==> src/rtl/fifo_pkg.sv <==
// Shared constants and types for the synchronous FIFO.
package fifo_pkg;

    // Default geometry and watermark levels.
    localparam int unsigned DefaultDataW = 8;
    localparam int unsigned DefaultAddrW = 3;
    localparam int unsigned DefaultAfLvl = 6;
    localparam int unsigned DefaultAeLvl = 2;

    // Read-side mode encoding for the FWFT parameter.
    localparam int unsigned FwftRegistered  = 0;
    localparam int unsigned FwftFallThrough = 1;

    // Accepted operation on one clock edge, {push, pop}.
    typedef enum logic [1:0] {
        OpNone = 2'b00,
        OpPop  = 2'b01,
        OpPush = 2'b10,
        OpBoth = 2'b11
    } fifo_op_e;

    function automatic fifo_op_e fifo_op(input logic push, input logic pop);
        return fifo_op_e'({push, pop});
    endfunction

endpackage

==> src/rtl/fifo_ptr_ctrl.sv <==
// Pointer, occupancy, status-flag and sticky-error logic for the FIFO.
module fifo_ptr_ctrl
    import fifo_pkg::*;
#(
    parameter int unsigned ADDR_W = DefaultAddrW,
    parameter int unsigned AF_LVL = DefaultAfLvl,
    parameter int unsigned AE_LVL = DefaultAeLvl
) (
    input  logic              clk_i,
    input  logic              rst_i,
    input  logic              wen_i,
    input  logic              ren_i,
    input  logic              clr_err_i,
    output logic              push_o,
    output logic              pop_o,
    output logic [ADDR_W-1:0] waddr_o,
    output logic [ADDR_W-1:0] raddr_o,
    output logic              full_o,
    output logic              empty_o,
    output logic              almost_full_o,
    output logic              almost_empty_o,
    output logic [ADDR_W:0]   count_o,
    output logic              overflow_o,
    output logic              underflow_o
);

    localparam int unsigned PtrW = ADDR_W + 1;
    localparam logic [ADDR_W:0] PtrOne = PtrW'(1);
    localparam logic [ADDR_W:0] AfLvl  = PtrW'(AF_LVL);
    localparam logic [ADDR_W:0] AeLvl  = PtrW'(AE_LVL);

    // Pointers carry one extra wrap bit above the memory index.
    logic [ADDR_W:0] wptr_q, wptr_d;
    logic [ADDR_W:0] rptr_q, rptr_d;
    logic [ADDR_W:0] count_q, count_d;
    logic            overflow_q, overflow_d;
    logic            underflow_q, underflow_d;
    fifo_op_e        op;

    // Status flags come straight from the registered pointers.
    assign empty_o = (wptr_q == rptr_q);
    assign full_o  = (wptr_q[ADDR_W] != rptr_q[ADDR_W]) &&
                     (wptr_q[ADDR_W-1:0] == rptr_q[ADDR_W-1:0]);

    // Acceptance uses pre-edge full/empty; reset suppresses both sides.
    assign push_o = wen_i && !full_o && !rst_i;
    assign pop_o  = ren_i && !empty_o && !rst_i;

    assign waddr_o = wptr_q[ADDR_W-1:0];
    assign raddr_o = rptr_q[ADDR_W-1:0];

    assign count_o        = count_q;
    assign almost_full_o  = (count_q >= AfLvl);
    assign almost_empty_o = (count_q <= AeLvl);

    assign overflow_o  = overflow_q;
    assign underflow_o = underflow_q;

    // Next-state for pointers, occupancy and sticky error flags.
    always_comb begin
        wptr_d      = wptr_q;
        rptr_d      = rptr_q;
        count_d     = count_q;
        overflow_d  = overflow_q;
        underflow_d = underflow_q;
        op          = fifo_op(push_o, pop_o);

        unique case (op)
            OpPush: begin
                wptr_d  = wptr_q + PtrOne;
                count_d = count_q + PtrOne;
            end
            OpPop: begin
                rptr_d  = rptr_q + PtrOne;
                count_d = count_q - PtrOne;
            end
            OpBoth: begin
                wptr_d = wptr_q + PtrOne;
                rptr_d = rptr_q + PtrOne;
            end
            default: begin
            end
        endcase

        // A fresh error on the clearing edge wins over the clear.
        if (clr_err_i) begin
            overflow_d  = 1'b0;
            underflow_d = 1'b0;
        end
        if (wen_i && full_o) begin
            overflow_d = 1'b1;
        end
        if (ren_i && empty_o) begin
            underflow_d = 1'b1;
        end
    end

    // State registers with synchronous active-high reset.
    always_ff @(posedge clk_i) begin
        if (rst_i) begin
            wptr_q      <= '0;
            rptr_q      <= '0;
            count_q     <= '0;
            overflow_q  <= 1'b0;
            underflow_q <= 1'b0;
        end else begin
            wptr_q      <= wptr_d;
            rptr_q      <= rptr_d;
            count_q     <= count_d;
            overflow_q  <= overflow_d;
            underflow_q <= underflow_d;
        end
    end

endmodule

==> src/rtl/sync_fifo_param.sv <==
// Single-clock FIFO with registered or first-word-fall-through read port.
module sync_fifo_param
    import fifo_pkg::*;
#(
    parameter int unsigned DATA_W = DefaultDataW,
    parameter int unsigned ADDR_W = DefaultAddrW,
    parameter int unsigned AF_LVL = DefaultAfLvl,
    parameter int unsigned AE_LVL = DefaultAeLvl,
    parameter int unsigned FWFT   = FwftRegistered
) (
    input  logic              clk_single_domain,
    input  logic              rst,
    input  logic              wen,
    input  logic [DATA_W-1:0] wdata,
    input  logic              ren,
    input  logic              clr_err,
    output logic [DATA_W-1:0] rdata,
    output logic              rvalid,
    output logic              full,
    output logic              empty,
    output logic              almost_full,
    output logic              almost_empty,
    output logic [ADDR_W:0]   count,
    output logic              overflow,
    output logic              underflow
);

    localparam int unsigned Depth = 2 ** ADDR_W;

    logic              push;
    logic              pop;
    logic [ADDR_W-1:0] waddr;
    logic [ADDR_W-1:0] raddr;

    // Storage is deliberately not reset; stale words are unreachable after rst.
    logic [DATA_W-1:0] mem_q [Depth];

    fifo_ptr_ctrl #(
        .ADDR_W (ADDR_W),
        .AF_LVL (AF_LVL),
        .AE_LVL (AE_LVL)
    ) u_ptr_ctrl (
        .clk_i          (clk_single_domain),
        .rst_i          (rst),
        .wen_i          (wen),
        .ren_i          (ren),
        .clr_err_i      (clr_err),
        .push_o         (push),
        .pop_o          (pop),
        .waddr_o        (waddr),
        .raddr_o        (raddr),
        .full_o         (full),
        .empty_o        (empty),
        .almost_full_o  (almost_full),
        .almost_empty_o (almost_empty),
        .count_o        (count),
        .overflow_o     (overflow),
        .underflow_o    (underflow)
    );

    // Write the accepted push into the slot addressed by the write pointer.
    always_ff @(posedge clk_single_domain) begin
        if (push) begin
            mem_q[waddr] <= wdata;
        end
    end

    if (FWFT == FwftFallThrough) begin : g_fwft
        // Head word is shown combinationally; ren only acknowledges it.
        assign rvalid = !empty;
        assign rdata  = empty ? '0 : mem_q[raddr];
    end else begin : g_registered
        logic [DATA_W-1:0] rdata_q, rdata_d;
        logic              rvalid_q, rvalid_d;

        // Capture the head word only on an accepted pop, else zero.
        always_comb begin
            rvalid_d = pop;
            rdata_d  = '0;
            if (pop) begin
                rdata_d = mem_q[raddr];
            end
        end

        // Read-data register with synchronous active-high reset.
        always_ff @(posedge clk_single_domain) begin
            if (rst) begin
                rdata_q  <= '0;
                rvalid_q <= 1'b0;
            end else begin
                rdata_q  <= rdata_d;
                rvalid_q <= rvalid_d;
            end
        end

        assign rdata  = rdata_q;
        assign rvalid = rvalid_q;
    end

endmodule

==> config.mk <==
export PLATFORM = sky130hd
export DESIGN_NAME = sync_fifo_param
export DESIGN_NICKNAME = d
export VERILOG_FILES = /design/src/rtl/fifo_pkg.sv /design/src/rtl/fifo_ptr_ctrl.sv /design/src/rtl/sync_fifo_param.sv
export SDC_FILE = /design/constraint.sdc
export NUM_CORES = 1
export LEC_CHECK = 0
export ABC_AREA = 1
export CORE_MARGIN = 2
export CORE_UTILIZATION = 50
export DETAILED_ROUTE_END_ITERATION = 6
export HOLD_SLACK_MARGIN = 0.1
export PLACE_DENSITY_LB_ADDON = 0.25
export SLEW_MARGIN = 20
export SYNTH_ARGS = -nofsm -noshare
export SYNTH_HDL_FRONTEND = slang
export SYNTH_SLANG_ARGS = --single-unit
==> constraint.sdc <==
create_clock -name clk_single_domain -period 2.5 [get_ports clk_single_domain]
set_input_delay 0.625 -clock clk_single_domain [delete_from_list [all_inputs] [get_ports clk_single_domain]]
set_output_delay 0.625 -clock clk_single_domain [all_outputs]
set_load 0.02 [all_outputs]
# Yosys cells after proc, flatten, opt, wreduce, memory -nomap -nowiden
# Memory sizes are Yosys's and may differ from the RTL's. A register that Yosys moved wholly into a read port is not among the register bits.
# Cells that the tools add are included.
# totals
reg_bits	15
ramBits	64
input_bits	13
mem_count	1
# classes
n_eq_ne	6
reduce_logical	16
add_sub_neg	4
order_cmp	2
n_bitwise	1
muxes	6
# mem_list
memory	depth	word_bits	read_ports	rd_ports_with_merged_regs	wr	line	source
mem_q	8	8	1	1	1	sync_fifo_param.sv:36	logic [DATA_W-1:0] mem_q [Depth];
# op_table
operator	count
4-bit by 1-bit adder with 4-bit output, second input constant	3
4-bit one-hot mux with 2 select lines	1
1-bit logical AND	7
2-bit nonzero test	3
2-bit OR reduction	3
1-bit 2-to-1 mux	5
2-bit equality test, second input constant	2
4-bit equality test	1
4-bit by 3-bit greater-or-equal comparator with 1-bit output, second input constant	1
4-bit by 2-bit less-or-equal comparator with 1-bit output, second input constant	1
4-bit by 1-bit subtractor with 4-bit output, second input constant	1
3-bit equality test	1
1-bit logical NOT	3
2-bit by 1-bit equality test with 1-bit output, second input constant	1
1-bit inequality test	1
1-bit inverter	1

# Longest topological paths before layout
# Gate-level depths: netlist of run 1.
# logic_depth
depth_word	7
depth_mapped	18
ltp_nobuf	16

# Modules after synthesis
# From an unflattened synthesis of run 1, not the netlist that was laid out.
# hier_totals
cells_unflattened	439
area_unflattened_um2	4017.6
# by_module_without_submodules
module	instances	cells_each	area_per_inst_um2	seq_area_each_um2
sync_fifo_param	1	306	3110.5	2102.0
fifo_ptr_ctrl	1	133	907.1	280.3

# Worst setup path after synthesis of run 1
# No wires, ideal clock.
# synth_path
kind	input -> register
startpoint	input rst
endpoint	register u_ptr_ctrl.count_q[3], in the netlist u_ptr_ctrl.count_o[3]
n_path_buf	2
path_slack_ps	44
stages	13
t_required_ps	2380
arrival_ps	2335
setup_time_ps	120
cell_sequence	buf_2 -> clkinv_1 -> nand3_4 -> buf_12 -> inv_2 -> ha_1 -> ha_1 -> nand2_1 -> nand2_1 -> o21ai_0 -> nand2_1 -> nand2_1 -> a21oi_1
# synth_via
elab_chain_cells	4
elab_cells_between_ends	7
classes_between	eq/ne: 2; mux: 1; reduce/logical: 4
# synth_rtl
item	line	source
from (decl)	sync_fifo_param.sv:12	input logic rst,
1-bit logical NOT *	fifo_ptr_ctrl.sv:47	assign pop_o = ren_i && !empty_o && !rst_i;
1-bit logical AND *	fifo_ptr_ctrl.sv:47	
named net g_registered.rvalid_d	sync_fifo_param.sv:74	logic rvalid_q, rvalid_d;
2-bit by 1-bit equality test with 1-bit output / 2-bit equality test (equally long branches)	fifo_ptr_ctrl.sv:68	unique case (op)
4-bit one-hot mux with 2 select lines / 2-bit nonzero test (equally long branches)	--	
to (signal assigned)	fifo_ptr_ctrl.sv:109	count_q <= count_d;
to (decl)	fifo_ptr_ctrl.sv:35	logic [ADDR_W:0] count_q, count_d;
# The timed path passes the listed nets; every way through them passes the cells marked *.
# A chain may end at the register's enable or synchronous reset.

# Final worst setup path of run 1
# layout_path
startpoint	register u_ptr_ctrl.wptr_q[0]
endpoint	output full
# layout_via
elab_chain_cells	2
# layout_rtl
item	line	source
from (decl)	fifo_ptr_ctrl.sv:33	logic [ADDR_W:0] wptr_q, wptr_d;
from (signal assigned)	fifo_ptr_ctrl.sv:107	wptr_q <= wptr_d;
3-bit equality test	fifo_ptr_ctrl.sv:43	(wptr_q[ADDR_W-1:0] == rptr_q[ADDR_W-1:0]);
1-bit logical AND	fifo_ptr_ctrl.sv:42	assign full_o = (wptr_q[ADDR_W] != rptr_q[ADDR_W]) &&
to (decl)	sync_fifo_param.sv:19	output logic full,
# No other way between the ends.

==> impl_metrics.json, run 1 <==
{
  "seq_area_frac_synth": 0.648,
  "synth.area.top_cells": "sky130_fd_sc_hd__edfxtp_1 52%, sky130_fd_sc_hd__dfxtp_1 13%, sky130_fd_sc_hd__o21ai_0 5.3%, sky130_fd_sc_hd__nor2_1 4.8%, sky130_fd_sc_hd__nand2_1 4.6%",
  "r2r-end": "u_ptr_ctrl.count_o[3]$_SDFFE_PP0P_",
  "routed_wire_length_per_instance_um": 15.2,
  "drt_pre_antenna_iters": 4,
  "synth_enable_flop_cells": 64,
  "critPathKind": "reg2out",
  "leading_area_contributor_after_synthesis": "sky130_fd_sc_hd__edfxtp_1",
  "fin_worst_skew_ns": 0.00868,
  "ys_async_sr_fraction": 0,
  "hold_path_depth": 2,
  "cts.hold.buffers_added": 0,
  "fin_nets": 412,
  "synth_adder_area_share": 0.0293,
  "setup-violations-final": 0,
  "drcViolationCount": 0,
  "placed_cell_area_um2": 4240,
  "ys_types": 34,
  "routabilityCongestion": 0.862,
  "route.detailed.vias_per_inst": 5.16,
  "vias": 2556,
  "grt_first_pass_wirelength_mm": 12.4,
  "vdd_ir_drop_max_v": 0.000395,
  "post_synth_xor_xnor_area": 0.00476,
  "tritoncts": "built",
  "final_cell_area_um2": 4440,
  "yosys_most_used_dff": "sky130_fd_sc_hd__edfxtp_1",
  "synth.avg_cell_area_um2": 11.0,
  "cts-root-to-sink-buffers": 2,
  "most-common-layout-cells": "64 x sky130_fd_sc_hd__edfxtp_1, 47 x sky130_fd_sc_hd__nor2_1, 45 x sky130_fd_sc_hd__nand2_1",
  "die_outline_width_um": 89.8,
  "final_common_cell": "sky130_fd_sc_hd__edfxtp_1",
  "power_leakage_nw": 1.63,
  "post_route_cells_drive_above_1_share": 0.194,
  "dpl.cell_count": 479,
  "rows": 31,
  "ys_seq_elements": 87,
  "slew_headroom": 0.759,
  "synth.cell_area_um2": 3680,
  "min_period_over_period": 0.920,
  "worst-path-max-fanout": 7,
  "worst_setup_hold_path_clk_slew_ns": 0.09,
  "antennaDiodeCount": 0,
  "dominant_combinational_cell_family_by_area_after_synthesis": "simple AND/OR/NAND/NOR gates",
  "outcome": "complete, no violations",
  "hp-class": "reg2reg",
  "htreeDepth": 3,
  "worstRegToRegCells": 15,
  "transition_time_at_the_pin_with_the_least_slew_margin_ns": 0.358,
  "route.antenna.remaining_nets": 0,
  "crit_path_start": "u_ptr_ctrl.wptr_q[0]$_SDFFE_PP0P_",
  "clock.fmax_mhz": 435,
  "clock_insertion_delay_worst_skew_ns": 0.36,
  "yosysTopAreaCellShare": 0.523,
  "fin_hold_ws_ns": 0.484,
  "data_arrival_critical_path_ns": 1.68,
  "simple_gate_share_of_the_synthesized_area": 0.142,
  "final_cells": 495,
  "reg2reg_setup_slack_ns": 0.35,
  "critPathLaunchType": "register",
  "totalPowerFinal_mw": 3.04,
  "finalHoldViolCount": 0,
  "final.min_clock_period_ns": 2.30,
  "slew_viol_final": 0,
  "synth_compound_area_frac": 0.120,
  "grtUsageTotal": 0.202,
  "via_count_of_the_first_global_routing_pass": 2457,
  "finalWirelength_mm": 7.51,
  "grt_max_degree": 35,
  "root_buffer": "sky130_fd_sc_hd__clkbuf_8",
  "critPathCaptureType": "output pin",
  "sink_count_of_the_clock_tree": 87,
  "io_pins": 32,
  "cts-buffers-inserted": 9,
  "area.growth.synth_to_final_pct": 20.6,
  "global_route.overflow_total": 0,
  "syn-num-nets": 355,
  "fp.coreArea_um2": 7180,
  "initial_utilization": 0.512,
  "cp-endpoint": "full",
  "synth_cells": 334,
  "port_buffers": 31,
  "chipHeight_um": 89.8,
  "cellPowerDensity_nw_per_um2": 685,
  "worst_r2r_startpoint": "u_ptr_ctrl.rptr_q[2]$_SDFFE_PP0P_",
  "dp.final_hpwl_mm": 4.86,
  "rsz_0062_raised_after_global_routing": "false",
  "die-area_um2": 8060,
  "post_synth_mux_area_share": 0,
  "worst-endpoint-required_ns": 1.88,
  "dr.first_iter.drc_count": 216,
  "synth.yosys.warnings": 0,
  "drv_cap": 0,
  "antenna_violations_before_repair": 0
}
==> worst min path at each step <==
stage | to | from | slack (ns)
2_1_floorplan | u_ptr_ctrl.wptr_q[3]$_SDFFE_PP0P_ | u_ptr_ctrl.wptr_q[3]$_SDFFE_PP0P_ | 0.51
3_3_place_gp | u_ptr_ctrl.overflow_o$_SDFFE_PP0P_ | u_ptr_ctrl.overflow_o$_SDFFE_PP0P_ | 0.47
3_5_place_dp | u_ptr_ctrl.overflow_o$_SDFFE_PP0P_ | u_ptr_ctrl.overflow_o$_SDFFE_PP0P_ | 0.48
4_1_cts | u_ptr_ctrl.overflow_o$_SDFFE_PP0P_ | u_ptr_ctrl.overflow_o$_SDFFE_PP0P_ | 0.49
5_1_grt | u_ptr_ctrl.underflow_o$_SDFFE_PP0P_ | u_ptr_ctrl.underflow_o$_SDFFE_PP0P_ | 0.52
6_report | u_ptr_ctrl.overflow_o$_SDFFE_PP0P_ | u_ptr_ctrl.overflow_o$_SDFFE_PP0P_ | 0.48
==> Yosys cell counts, types with 2 or more instances <==
| cell type | n |
|---|---|
| sky130_fd_sc_hd__buf_2 | 7 |
| sky130_fd_sc_hd__nand4_1 | 2 |
| sky130_fd_sc_hd__dfxtp_1 | 23 |
| sky130_fd_sc_hd__a21oi_2 | 10 |
| sky130_fd_sc_hd__o22ai_1 | 16 |
| sky130_fd_sc_hd__nor2_1 | 47 |
| sky130_fd_sc_hd__clkbuf_1 | 4 |
| sky130_fd_sc_hd__inv_1 | 20 |
| sky130_fd_sc_hd__xnor2_1 | 2 |
| sky130_fd_sc_hd__inv_2 | 6 |
| sky130_fd_sc_hd__nand2_2 | 4 |
| sky130_fd_sc_hd__nand3_1 | 7 |
| sky130_fd_sc_hd__a21oi_1 | 8 |
| sky130_fd_sc_hd__nor3_1 | 5 |
| sky130_fd_sc_hd__o21ai_0 | 39 |
| sky130_fd_sc_hd__nand2_1 | 45 |
| sky130_fd_sc_hd__clkinv_2 | 2 |
| sky130_fd_sc_hd__nand3_4 | 2 |
| sky130_fd_sc_hd__edfxtp_1 | 64 |
| sky130_fd_sc_hd__ha_1 | 7 |
==> kinds of logic after synthesis <==
logic type,count (synthesis)
adders and majority gates,8
xor gates and xnor gates,2
and+or+nand+nor,117
AOI/OAI and AO/OA,76
buffers and inverters,44
DFF,87
==> metrics by stage <==
stage | TNS [ns] | setup WS (ns) | utilization
3_5_place_dp | -0.284 | -0.149 | 0.591
2_1_floorplan | 0 | 0.0444 | -
3_3_place_gp | -0.105 | -0.0705 | 0.591
6_report | 0 | 0.199 | 0.618
5_1_grt | 0 | 0.0914 | 0.618
4_1_cts | 0 | 0.181 | 0.618
==> state kept, by name, summed over array words and instances (netlist names) <==
register and flops:
u_ptr_ctrl.wptr_q 4, rdata 8, u_ptr_ctrl.rptr_q 4, mem_q 64, rvalid 1, u_ptr_ctrl.underflow_o 1, u_ptr_ctrl.count_o 4, u_ptr_ctrl.overflow_o 1
==> layout make-up <==
type | instances | area (µm²)
clock inverters | 7 | 67.6
well taps | 99 | 124
inverters | 29 | 111
repair buffers | 61 | 533
fillers | 591 | 2740
multi-input cells | 203 | 1090
flip-flops and latches | 87 | 2390
clock buffers | 9 | 124
==> timing repair <==
| item | in CTS | in global routing |
|---|---|---|
| endpoints found under the setup margin | 2 | 0 |
| setup buffers | 0 | 0 |
| resized for setup | 5 | 0 |
==> routing by layer <==
layer | vias to the layer above | GRT usage | part of all wire
met2 | 87 | 0.301 | 0.46
li1 | 1271 | - | -
met5 | - | 0 | 0
met4 | 0 | 0.105 | 0.022
met1 | 1185 | 0.280 | 0.45
met3 | 13 | 0.0469 | 0.066
==> where the power goes <==
| part | total [mW] | switching (mW) | internal [mW] |
|---|---|---|---|
| sequential | 1.61 | 0.0214 | 1.59 |
| clock | 0.929 | 0.544 | 0.384 |
| combinational | 0.498 | 0.303 | 0.195 |
==> worst max-delay path, cell delays in order (launching register included) <==
cell	delay (ns)
sky130_fd_sc_hd__dfxtp_1	0.32
sky130_fd_sc_hd__buf_4	0.16
sky130_fd_sc_hd__nand2_1	0.08
sky130_fd_sc_hd__nand2_2	0.07
sky130_fd_sc_hd__nor2_4	0.14
sky130_fd_sc_hd__nand3_2	0.13
sky130_fd_sc_hd__inv_2	0.09
sky130_fd_sc_hd__dlygate4sd2_1	0.33
(Power assumes the default switching activity.)
==> run 2, diff against run 1 <==
==> constraint.sdc (replaced) <==
create_clock -name clk_single_domain -period 2.05 [get_ports clk_single_domain]
set_input_delay 0.5125 -clock clk_single_domain [delete_from_list [all_inputs] [get_ports clk_single_domain]]
set_output_delay 0.5125 -clock clk_single_domain [all_outputs]
set_load 0.02 [all_outputs]
==> run 2 against run 1 <==
  * Sequential power grew 22%
  * Die area unchanged
  * Clock skew hardly changed
  * Worst setup slack got worse by 0.090 ns
  * First-iteration DRC count shrank 29%
  * Non-clock buffer count increased by 8
  * Clock power rose by 15%
  * Highest routed layer unchanged
  * Clock-buffer cell count grew 3
==> impl_metrics.json, run 2 (synthesis gave the netlist of run 1 again) <==
{
  "outcome": "complete, no violations",
  "route.antenna.remaining_nets": 0,
  "sink_count_of_the_clock_tree": 87,
  "worst_r2r_startpoint": "u_ptr_ctrl.rptr_q[0]$_SDFFE_PP0P_",
  "slew_headroom": 0.776,
  "area.growth.synth_to_final_pct": 24.3,
  "finalWirelength_mm": 7.54,
  "fin_nets": 420,
  "transition_time_at_the_pin_with_the_least_slew_margin_ns": 0.336,
  "critPathCaptureType": "output pin",
  "fin_worst_skew_ns": 0.00911,
  "grt_max_degree": 35,
  "cellPowerDensity_nw_per_um2": 809,
  "hold_path.startpoint": "u_ptr_ctrl.underflow_o$_SDFFE_PP0P_",
  "drv_cap": 0,
  "dp.final_hpwl_mm": 4.98,
  "chipHeight_um": 89.8,
  "internal_power_mw": 2.68,
  "route.detailed.vias_per_inst": 5.17,
  "crit_path_cell_trace": "inv_1, o211ai_1, inv_1, dlygate4sd2_1",
  "routed_wire_length_per_instance_um": 15.0,
  "power_leakage_nw": 1.67,
  "antennaDiodeCount": 0,
  "slew_viol_final": 0,
  "worstRegToRegCells": 16,
  "r2r-end": "u_ptr_ctrl.count_o[3]$_SDFFE_PP0P_",
  "power.net_switching_mw": 1.01,
  "critPathLaunchType": "register",
  "reg2reg_setup_slack_ns": 0.14,
  "dr.first_iter.drc_count": 153,
  "cts-buffers-inserted": 9,
  "die-area_um2": 8060,
  "antenna_violations_before_repair": 0,
  "routabilityCongestion": 0.809,
  "clock_insertion_delay_worst_skew_ns": 0.35,
  "htreeDepth": 3,
  "worst-path-max-fanout": 4,
  "detailroute.wirelength.met3_um": 556,
  "vias": 2601,
  "reg_power_frac": 0.533,
  "hp-class": "reg2reg",
  "grt_first_pass_wirelength_mm": 12.1,
  "hold_path_depth": 2,
  "rows": 31,
  "final.min_clock_period_ns": 1.94,
  "comb_power_share": 0.177,
  "setup_tns_ns": 0,
  "worst-endpoint-required_ns": 1.54,
  "final_core_util": 0.637,
  "rsz_0062_raised_after_global_routing": "false",
  "via_count_of_the_first_global_routing_pass": 2443,
  "tritoncts": "built",
  "fp.coreArea_um2": 7180,
  "power_switching_share": 0.274,
  "fin_hold_ws_ns": 0.479,
  "cts-root-to-sink-buffers": 2,
  "whs_endpoint": "u_ptr_ctrl.underflow_o$_SDFFE_PP0P_",
  "cp_num_buf_inv": 3,
  "worst_path_slowest_cell": "sky130_fd_sc_hd__dfxtp_1",
  "setup-violations-final": 0,
  "maxUsedRoutingLayer": "met4",
  "largest_register_ff_count": 64,
  "port_buffers": 31,
  "final_common_cell": "sky130_fd_sc_hd__edfxtp_1",
  "vdd_ir_drop_max_v": 0.000528,
  "root_buffer": "sky130_fd_sc_hd__clkbuf_8",
  "global_route.overflow_total": 0,
  "io_pins": 32,
  "drt_pre_antenna_iters": 4,
  "met1Wirelength_mm": 3.19,
  "totalPowerFinal_mw": 3.70,
  "crit_path_max_incr_delay_ns": 0.44,
  "critPathKind": "reg2out",
  "nFillCells": 553,
  "post_route_cells_drive_above_1_share": 0.252,
  "met2RoutedLength_mm": 3.70,
  "top_register": "mem_q",
  "min_period_over_period": 0.947,
  "critPathMostFrequentCell": "sky130_fd_sc_hd__inv_1",
  "die_outline_width_um": 89.8,
  "cell_family_with_the_largest_share_of_critical_path_delay": "buffers and inverters",
  "initial_utilization": 0.512,
  "drcViolationCount": 0,
  "most-common-layout-cells": "64 x sky130_fd_sc_hd__edfxtp_1, 45 x sky130_fd_sc_hd__nor2_1, 41 x sky130_fd_sc_hd__nand2_1",
  "finalHoldViolCount": 0,
  "p_clk_frac": 0.290,
  "grtUsageTotal": 0.195,
  "clock.fmax_mhz": 515,
  "data_arrival_critical_path_ns": 1.43,
  "worst_setup_hold_path_clk_slew_ns": 0.09
}
run 2: worst min-delay path: stages, from the launching register on:
cell,delay [ns]
sky130_fd_sc_hd__dfxtp_1,0.31
sky130_fd_sc_hd__nand2_1,0.08
sky130_fd_sc_hd__a21oi_2,0.05
run 2: per-layer routing:
layer | GRT usage | vias up
met1 | 0.253 | 1225
met5 | 0 | -
met4 | 0.0872 | 0
met2 | 0.323 | 83
li1 | - | 1283
met3 | 0.0344 | 10
run 2: how the worst max path moves through the flow:
stage	cells past startpoint	endpoint	from
finish	4	almost_empty	u_ptr_ctrl.count_o[1]$_SDFFE_PP0P_
global route	3	almost_full	u_ptr_ctrl.count_o[1]$_SDFFE_PP0P_
CTS	7	empty	u_ptr_ctrl.rptr_q[3]$_SDFFE_PP0P_
detailed placement	13	u_ptr_ctrl.count_o[3]$_SDFFE_PP0P_	rst
global placement	13	u_ptr_ctrl.count_o[3]$_SDFFE_PP0P_	rst
floorplan	18	u_ptr_ctrl.count_o[3]$_SDFFE_PP0P_	u_ptr_ctrl.rptr_q[1]$_SDFFE_PP0P_
run 2: final cells by class:
| cell class | count | area [µm²] | share of cell area |
|---|---|---|---|
| clock buffer | 12 | 145 | 0.0317 |
| clock inverter | 4 | 32.5 | 0.00712 |
| inverter | 29 | 129 | 0.0282 |
| multi-input combinational | 203 | 1160 | 0.253 |
| sequential | 87 | 2400 | 0.525 |
| tap | 99 | 124 | 0.0271 |
| timing repair buffer | 69 | 583 | 0.128 |
run 2: power groups by stage:
stage                     logic, mW  registers, mW  clock network [mW]
after CTS                     0.637           1.97                1.09
after floorplan               0.377           2.04                   0
final                         0.656           1.97                1.07
after detailed placement      0.639           2.01                   0
after global routing          0.722           1.98                1.17
after global placement        0.627           2.01                   0
run 2: what timing repair did:
action / 4_1_cts / 5_1_grt
hold buffers: 0 / 0
pin swaps: 0 / 9
resized for setup: 10 / 16
endpoints found under the setup margin: 4 / 8
endpoints found under the hold margin: 0 / 0
setup buffers: 0 / 2
run 2: per-stage QoR:
step / std cells / instance area [µm²] / worst slack (ns)
6_report: 503 / 4570 / 0.109
5_1_grt: 503 / 4570 / 0.0106
4_1_cts: 501 / 4520 / -0.00359
3_5_place_dp: 485 / 4340 / -0.232
3_3_place_gp: 485 / 4340 / -0.197
2_1_floorplan: 334 / 3730 / -0.0000302
